<file path="config.mk">
export PLATFORM = sky130hd
export DESIGN_NAME = db_multi_flat
export DESIGN_NICKNAME = d
export VERILOG_FILES = /design/src/rtl/db_multi_if.sv /design/src/rtl/db_multi.sv /design/src/flat_wrapper.sv
export SDC_FILE = /design/constraint.sdc
export NUM_CORES = 1
export LEC_CHECK = 0
export ABC_CLOCK_PERIOD_IN_PS = 6100
export CORE_ASPECT_RATIO = 0.6
export CORE_MARGIN = 2
export CORE_UTILIZATION = 64
export CTS_CLUSTER_SIZE = 24
export DETAILED_ROUTE_END_ITERATION = 10
export MAX_ROUTING_LAYER = met4
export PLACE_DENSITY_LB_ADDON = 0.25
export SYNTH_ARGS = -nofsm -noshare
export SYNTH_HDL_FRONTEND = slang
export SYNTH_SLANG_ARGS = --single-unit
export TNS_END_PERCENT = 5
</file>
<file path="constraint.sdc">
create_clock -name clk -period 6.1 [get_ports clk]
set_input_delay 1.83 -clock clk [delete_from_list [all_inputs] [get_ports clk]]
set_output_delay 1.83 -clock clk [all_outputs]
set_load 0.005 [all_outputs]
</file>
<file path="src/rtl/db_multi_if.sv">
// db_multi_if: raw switch inputs plus debounced levels, event ticks and the shared sample tick.
interface db_multi_if #(
   parameter int N = 2
);
   logic [N-1:0] sw;
   logic [N-1:0] db;
   logic [N-1:0] rise;
   logic [N-1:0] fall;
   logic [N-1:0] long_tick;
   logic [N-1:0] rep_tick;
   logic         m_tick;
   modport master (output sw, input db, rise, fall, long_tick, rep_tick, m_tick);
   modport slave  (input sw, output db, rise, fall, long_tick, rep_tick, m_tick);
endinterface

</file>
<file path="src/rtl/db_multi.sv">
// db_multi: N-channel switch debouncer with edge, long-press and auto-repeat ticks on a shared sample prescaler.
module db_multi #(
   parameter int N            = 2,
   parameter int TICK_DIV     = 1_000_000,
   parameter int CONFIRM      = 3,
   parameter int LONG_TICKS   = 100,
   parameter int REPEAT_TICKS = 20
) (
   input logic       clk,
   input logic       reset,
   db_multi_if.slave bus
);
   localparam int PW = $clog2(TICK_DIV);
   localparam int CW = CONFIRM > 1 ? $clog2(CONFIRM) : 1;
   localparam int HW = $clog2(LONG_TICKS + 1);
   localparam int RT = REPEAT_TICKS > 0 ? REPEAT_TICKS : 1;
   localparam int RW = $clog2(RT + 1);

   typedef enum logic [1:0] {ZERO, WAIT1, ONE, WAIT0} state_t;

   logic [PW-1:0] pc;
   logic          tick;
   logic [N-1:0]  s1, s;
   state_t        st [N];
   state_t        nst [N];
   logic [CW-1:0] cnf [N];
   logic [CW-1:0] ncnf [N];
   logic [HW-1:0] hc [N];
   logic [RW-1:0] rc [N];
   logic [N-1:0]  cur_db, nxt_db, cnt, lng, rep;

   assign tick = pc == PW'(TICK_DIV - 1);
   assign bus.m_tick = tick;
   assign bus.db = cur_db;

   always_comb begin
      for (int i = 0; i < N; i++) begin
         nst[i] = st[i];
         ncnf[i] = cnf[i];
         case (st[i])
            ZERO: if (s[i]) begin
               nst[i] = WAIT1;
               ncnf[i] = '0;
            end
            WAIT1: if (!s[i]) nst[i] = ZERO;
            else if (tick) begin
               if (cnf[i] == CW'(CONFIRM - 1)) nst[i] = ONE;
               else ncnf[i] = cnf[i] + 1'b1;
            end
            ONE: if (!s[i]) begin
               nst[i] = WAIT0;
               ncnf[i] = '0;
            end
            default: if (s[i]) nst[i] = ONE;
            else if (tick) begin
               if (cnf[i] == CW'(CONFIRM - 1)) nst[i] = ZERO;
               else ncnf[i] = cnf[i] + 1'b1;
            end
         endcase
         cur_db[i] = st[i] == ONE || st[i] == WAIT0;
         nxt_db[i] = nst[i] == ONE || nst[i] == WAIT0;
         // hold/repeat ticks only count while the press survives the tick, so nothing fires once db drops
         cnt[i] = tick && cur_db[i] && nxt_db[i];
         lng[i] = cnt[i] && hc[i] == HW'(LONG_TICKS - 1);
         rep[i] = REPEAT_TICKS != 0 && cnt[i] && hc[i] == HW'(LONG_TICKS) && rc[i] == RW'(RT - 1);
      end
   end

   always_ff @(posedge clk) begin
      if (reset) begin
         pc <= '0;
         s1 <= '0;
         s <= '0;
         bus.rise <= '0;
         bus.fall <= '0;
         bus.long_tick <= '0;
         bus.rep_tick <= '0;
         for (int i = 0; i < N; i++) begin
            st[i] <= ZERO;
            cnf[i] <= '0;
            hc[i] <= '0;
            rc[i] <= '0;
         end
      end else begin
         pc <= tick ? '0 : pc + 1'b1;
         s1 <= bus.sw;
         s <= s1;
         bus.rise <= nxt_db & ~cur_db;
         bus.fall <= cur_db & ~nxt_db;
         bus.long_tick <= lng;
         bus.rep_tick <= rep;
         for (int i = 0; i < N; i++) begin
            st[i] <= nst[i];
            cnf[i] <= ncnf[i];
            hc[i] <= st[i] == WAIT1 && nst[i] == ONE ? '0 :
                     cnt[i] && hc[i] != HW'(LONG_TICKS) ? hc[i] + 1'b1 : hc[i];
            rc[i] <= lng[i] || rep[i] ? '0 :
                     cnt[i] && hc[i] == HW'(LONG_TICKS) ? rc[i] + 1'b1 : rc[i];
         end
      end
   end
endmodule

</file>
<file path="src/flat_wrapper.sv">
// flat-port wrapper written by rule: the top's interface ports become plain ports
module db_multi_flat 
#(
   parameter int N            = 2,
   parameter int TICK_DIV     = 1_000_000,
   parameter int CONFIRM      = 3,
   parameter int LONG_TICKS   = 100,
   parameter int REPEAT_TICKS = 20
)
  (clk, reset, bus_sw, bus_db, bus_rise, bus_fall, bus_long_tick, bus_rep_tick, bus_m_tick);
  db_multi_if #(.N(N)) bus_i ();
  input logic clk;
  input logic reset;
  input wire logic [$bits(bus_i.sw)-1:0] bus_sw;
  output wire logic [$bits(bus_i.db)-1:0] bus_db;
  output wire logic [$bits(bus_i.rise)-1:0] bus_rise;
  output wire logic [$bits(bus_i.fall)-1:0] bus_fall;
  output wire logic [$bits(bus_i.long_tick)-1:0] bus_long_tick;
  output wire logic [$bits(bus_i.rep_tick)-1:0] bus_rep_tick;
  output wire logic [$bits(bus_i.m_tick)-1:0] bus_m_tick;
  assign bus_i.sw = bus_sw;
  assign bus_db = bus_i.db;
  assign bus_rise = bus_i.rise;
  assign bus_fall = bus_i.fall;
  assign bus_long_tick = bus_i.long_tick;
  assign bus_rep_tick = bus_i.rep_tick;
  assign bus_m_tick = bus_i.m_tick;
  db_multi #(.N(N), .TICK_DIV(TICK_DIV), .CONFIRM(CONFIRM), .LONG_TICKS(LONG_TICKS), .REPEAT_TICKS(REPEAT_TICKS)) u_core (.clk(clk), .reset(reset), .bus(bus_i));
endmodule
</file>
==> metrics.log <==
INFO  metric number_of_buffers_added_for_setup_after_cts = 0
INFO  metric area_growth_from_synthesis_to_layout = 12.6%
INFO  metric crit-reg2reg-launch = u_core.pc[0]
INFO  metric run_status = finished, final reports clean
INFO  metric drc = 0
INFO  metric final_max_slew_viol_count = 0
INFO  metric clkTransAtPathRegs = 0.06 ns
INFO  metric slew-limit-headroom = between 40% and 50%
INFO  metric cellPowerDensity = 238 nW/um^2
INFO  metric total_count_of_hold_check_failures_in_the_final_report = 0
INFO  metric ctsHtreeMaxLevel = 3
INFO  metric hold_start = u_core.s1[0]
INFO  metric design.portCount = 15
INFO  metric totalNegativeSetupSlack = 0 ns
INFO  metric postSynthAreaPerCell = 9.09 um^2
INFO  metric hold_path.class = flip-flop to flip-flop
INFO  metric layout_min_cycle_time = roughly 4.7 ns
INFO  metric cts_bufs_inserted = 9
INFO  metric die_height = 57.4 um
INFO  metric detailroute.via_count = 2,482
INFO  metric layout_worst_path_cycle_share = about 77%
INFO  metric grt_first_pass_wirelength = 10.7 mm
INFO  metric rows = 19
INFO  metric post_route_cells_drive_above_1_share = 9.63%
INFO  metric antennaDiodeCount = 0
INFO  metric power.share.switching = 20.8%
INFO  metric num-nets-final = 362
INFO  metric vdd.ir_drop.worst = 156 uV
INFO  metric routed_wire_per_std_cell = ~15 um
INFO  metric p_leak = ~1.1 nW
INFO  metric cts_hold_repair.buffers = 0
INFO  metric ctsResizeCount = 0
INFO  metric post_synth_instance_area = roughly 3000 um^2
INFO  metric power.net_switching = between 0.15 and 0.2 mW
INFO  metric synth_cells = 335
INFO  metric criticalPathCategory = flip-flop to output pin
INFO  metric drt_first_iter_violations = 169
INFO  metric cts_buffer_depth = 2
INFO  metric die_area = 5350 um^2
INFO  metric grt.overflow.total = 0
INFO  metric postSynth.topFlopCell = dfxtp_1
INFO  metric cts_tree = yes
INFO  metric clock-sinks = 64
INFO  metric setup-violations-final = 0
INFO  metric clkLatencyLatePin = between 0.3 and 0.4 ns
INFO  metric rsz0062_at_grt = no
INFO  metric postSynthRegisterBits = 64
INFO  metric route.detailed.vias_per_inst = 5.97
INFO  metric seq_area_frac_synth = 42.1%
INFO  metric ys_types = 51
INFO  metric place.port_buffers = 14
INFO  metric crit_path_end_kind = output pin
INFO  metric power_frac_comb = 2.1%
INFO  metric final_core_utilization = around 75%
INFO  metric yosys_warnings = 0
INFO  metric fill_cells = 336
INFO  metric total_wirelength = roughly 6.3 mm
INFO  metric postSynthNetCount = 348
INFO  metric postSynth.asyncResetShare = 0%
INFO  metric start_util = 66.7%
INFO  metric seq_power_share = 52.0%
INFO  metric die_w = 93.1 um
INFO  metric pin_count_of_the_biggest_net_entering_global_routing = 34
INFO  metric part_of_the_total_power_dissipated_in_the_clock_network = 45.9%
INFO  metric critical_path_arrival = 2.88 ns
INFO  metric synth-edff-count = 0
INFO  metric number_of_antenna_violating_nets_in_the_routed_design = 0
INFO  metric finalClockSkew = about 0.0067 ns
INFO  metric core_area = about 4600 um^2
INFO  metric tightestPinTransition = 0.792 ns
INFO  metric detailed_place_hpwl = 4.39 mm
INFO  metric ctsRootBufferMaster = clkbuf_8
INFO  metric cap_violations = 0
INFO  metric firstDrtPassIters = 5
INFO  metric first_global_vias = 2,283
INFO  metric initial_antenna_violation_count = 0
INFO  metric setup.worst_path.start_class = flip-flop
INFO  metric p_int = between 0.6 and 0.7 mW
INFO  metric max_clock_freq = 212 MHz
INFO  metric worstSetupStartpoint = u_core.pc[0]
INFO  metric gp_congestion = 0.848
INFO  metric cp_data_required_time = approximately 4.3 ns
INFO  metric worst-path-max-fanout = 12
INFO  metric grt.total_usage = 26.5%
[worst paths after layout]
| path | to | slack (ns) | cells after the start |
|---|---|---|---|
| worst max-delay path | bus_m_tick | 1.39 | 6 |
| worst min-delay path | u_core.s[0] | 0.44 | 1 |
| worst max register to register | u_core.pc[14] | 3.40 | 6 |
| worst min register to register | u_core.s[0] | 0.44 | 1 |
[stage by stage]
stage | worst slack [ns] | total power [mW] | instance area [um^2] | instances | hold slack, ns
6_report | 1.39 | 0.815 | 3430 | 416 | 0.443
5_1_grt | 1.25 | 0.842 | 3430 | 416 | 0.472
4_1_cts | 1.44 | 0.820 | 3430 | 416 | 0.446
3_5_place_dp | 1.82 | 0.450 | 3230 | 401 | 0.431
3_3_place_gp | 1.89 | 0.450 | 3230 | 401 | 0.421
2_1_floorplan | 2.77 | 0.445 | 3050 | 335 | 0.414
[power groups by stage]
stage          Clock, mW  Sequential (mW)  Combinational, mW
2_1_floorplan          0            0.433             0.0119
3_3_place_gp           0            0.433             0.0168
3_5_place_dp           0            0.434             0.0167
4_1_cts            0.379            0.424             0.0168
5_1_grt            0.398            0.425             0.0191
6_report           0.374            0.424             0.0169
[layout make-up]
type / count / area (um^2) / area share (%)
Clock buffer: 12 / 165 / 4.81
Clock inverter: 3 / 40.0 / 1.17
Inverter: 13 / 48.8 / 1.42
Multi-Input combinational cell: 246 / 1670 / 48.7
Sequential cell: 64 / 1280 / 37.3
Tap cell: 63 / 78.8 / 2.30
Timing Repair Buffer: 15 / 148 / 4.30
[cells in the final DEF (no fill, tap or decap), types with 8 or more instances in the layout]
master / instances
mux2i_1: 8
inv_1: 13
nor2_1: 43
nor3_1: 12
xnor2_1: 16
a21oi_1: 12
clkdlybuf4s50_1: 14
xor2_1: 11
ha_1: 9
nor4_1: 9
nand4_1: 11
nand3_1: 14
nor2b_1: 12
clkbuf_8: 12
nand2_1: 15
dfxtp_1: 64
[sequential cells by signal, indices dropped and copies added (netlist names), 4 cells and up]
name	cells
u_core.rc	10
u_core.st	4
u_core.pc	20
u_core.hc	14
u_core.cnf	4
[worst max-delay path: stages, from the launching register on]
cell             delay (ns)
dfxtp_1                0.37
ha_1                   0.24
and4_4                 0.27
nand4_1                0.46
or2_4                  0.49
inv_1                  0.16
clkdlybuf4s50_1        0.53
[kinds of logic after synthesis]
| family | Yosys count | share of synthesized area (%) |
|---|---|---|
| fa+ha+maj | 9 | 3.70 |
| mux | 8 | 2.63 |
| buf+inv | 25 | 3.16 |
| simple gates | 163 | 31.5 |
| flops | 64 | 42.1 |
| compound gates | 39 | 9.24 |
| xor+xnor | 27 | 7.76 |
[per-layer routing]
layer | up-vias | wire (um) | GRT usage (%)
met3 | 9 | 395 | 8.19
met2 | 78 | 2690 | 37.0
li1 | 1224 | - | -
met5 | - | 0 | -
met1 | 1171 | 3130 | 36.7
met4 | 0 | 80 | 9.03
[synth_stat cells (all sizes together), types with 5 or more instances]
library cell / count / share of area [%]
o21ai: 8 / 1.3
and3: 7 / 1.5
mux2i: 8 / 2.6
nand3: 14 / 2.3
ha: 9 / 3.7
dfxtp: 64 / 42
nand4: 12 / 3.0
a21oi: 12 / 2.0
or3: 5 / 1.2
inv: 13 / 1.6
nand2: 16 / 2.1
xor2: 11 / 3.2
nor4: 12 / 3.1
nor3: 12 / 2.0
xnor2: 16 / 4.6
nor2: 43 / 5.3
clkbuf: 11 / 1.4
nor2b: 12 / 2.5
(Power assumes the default switching activity.)
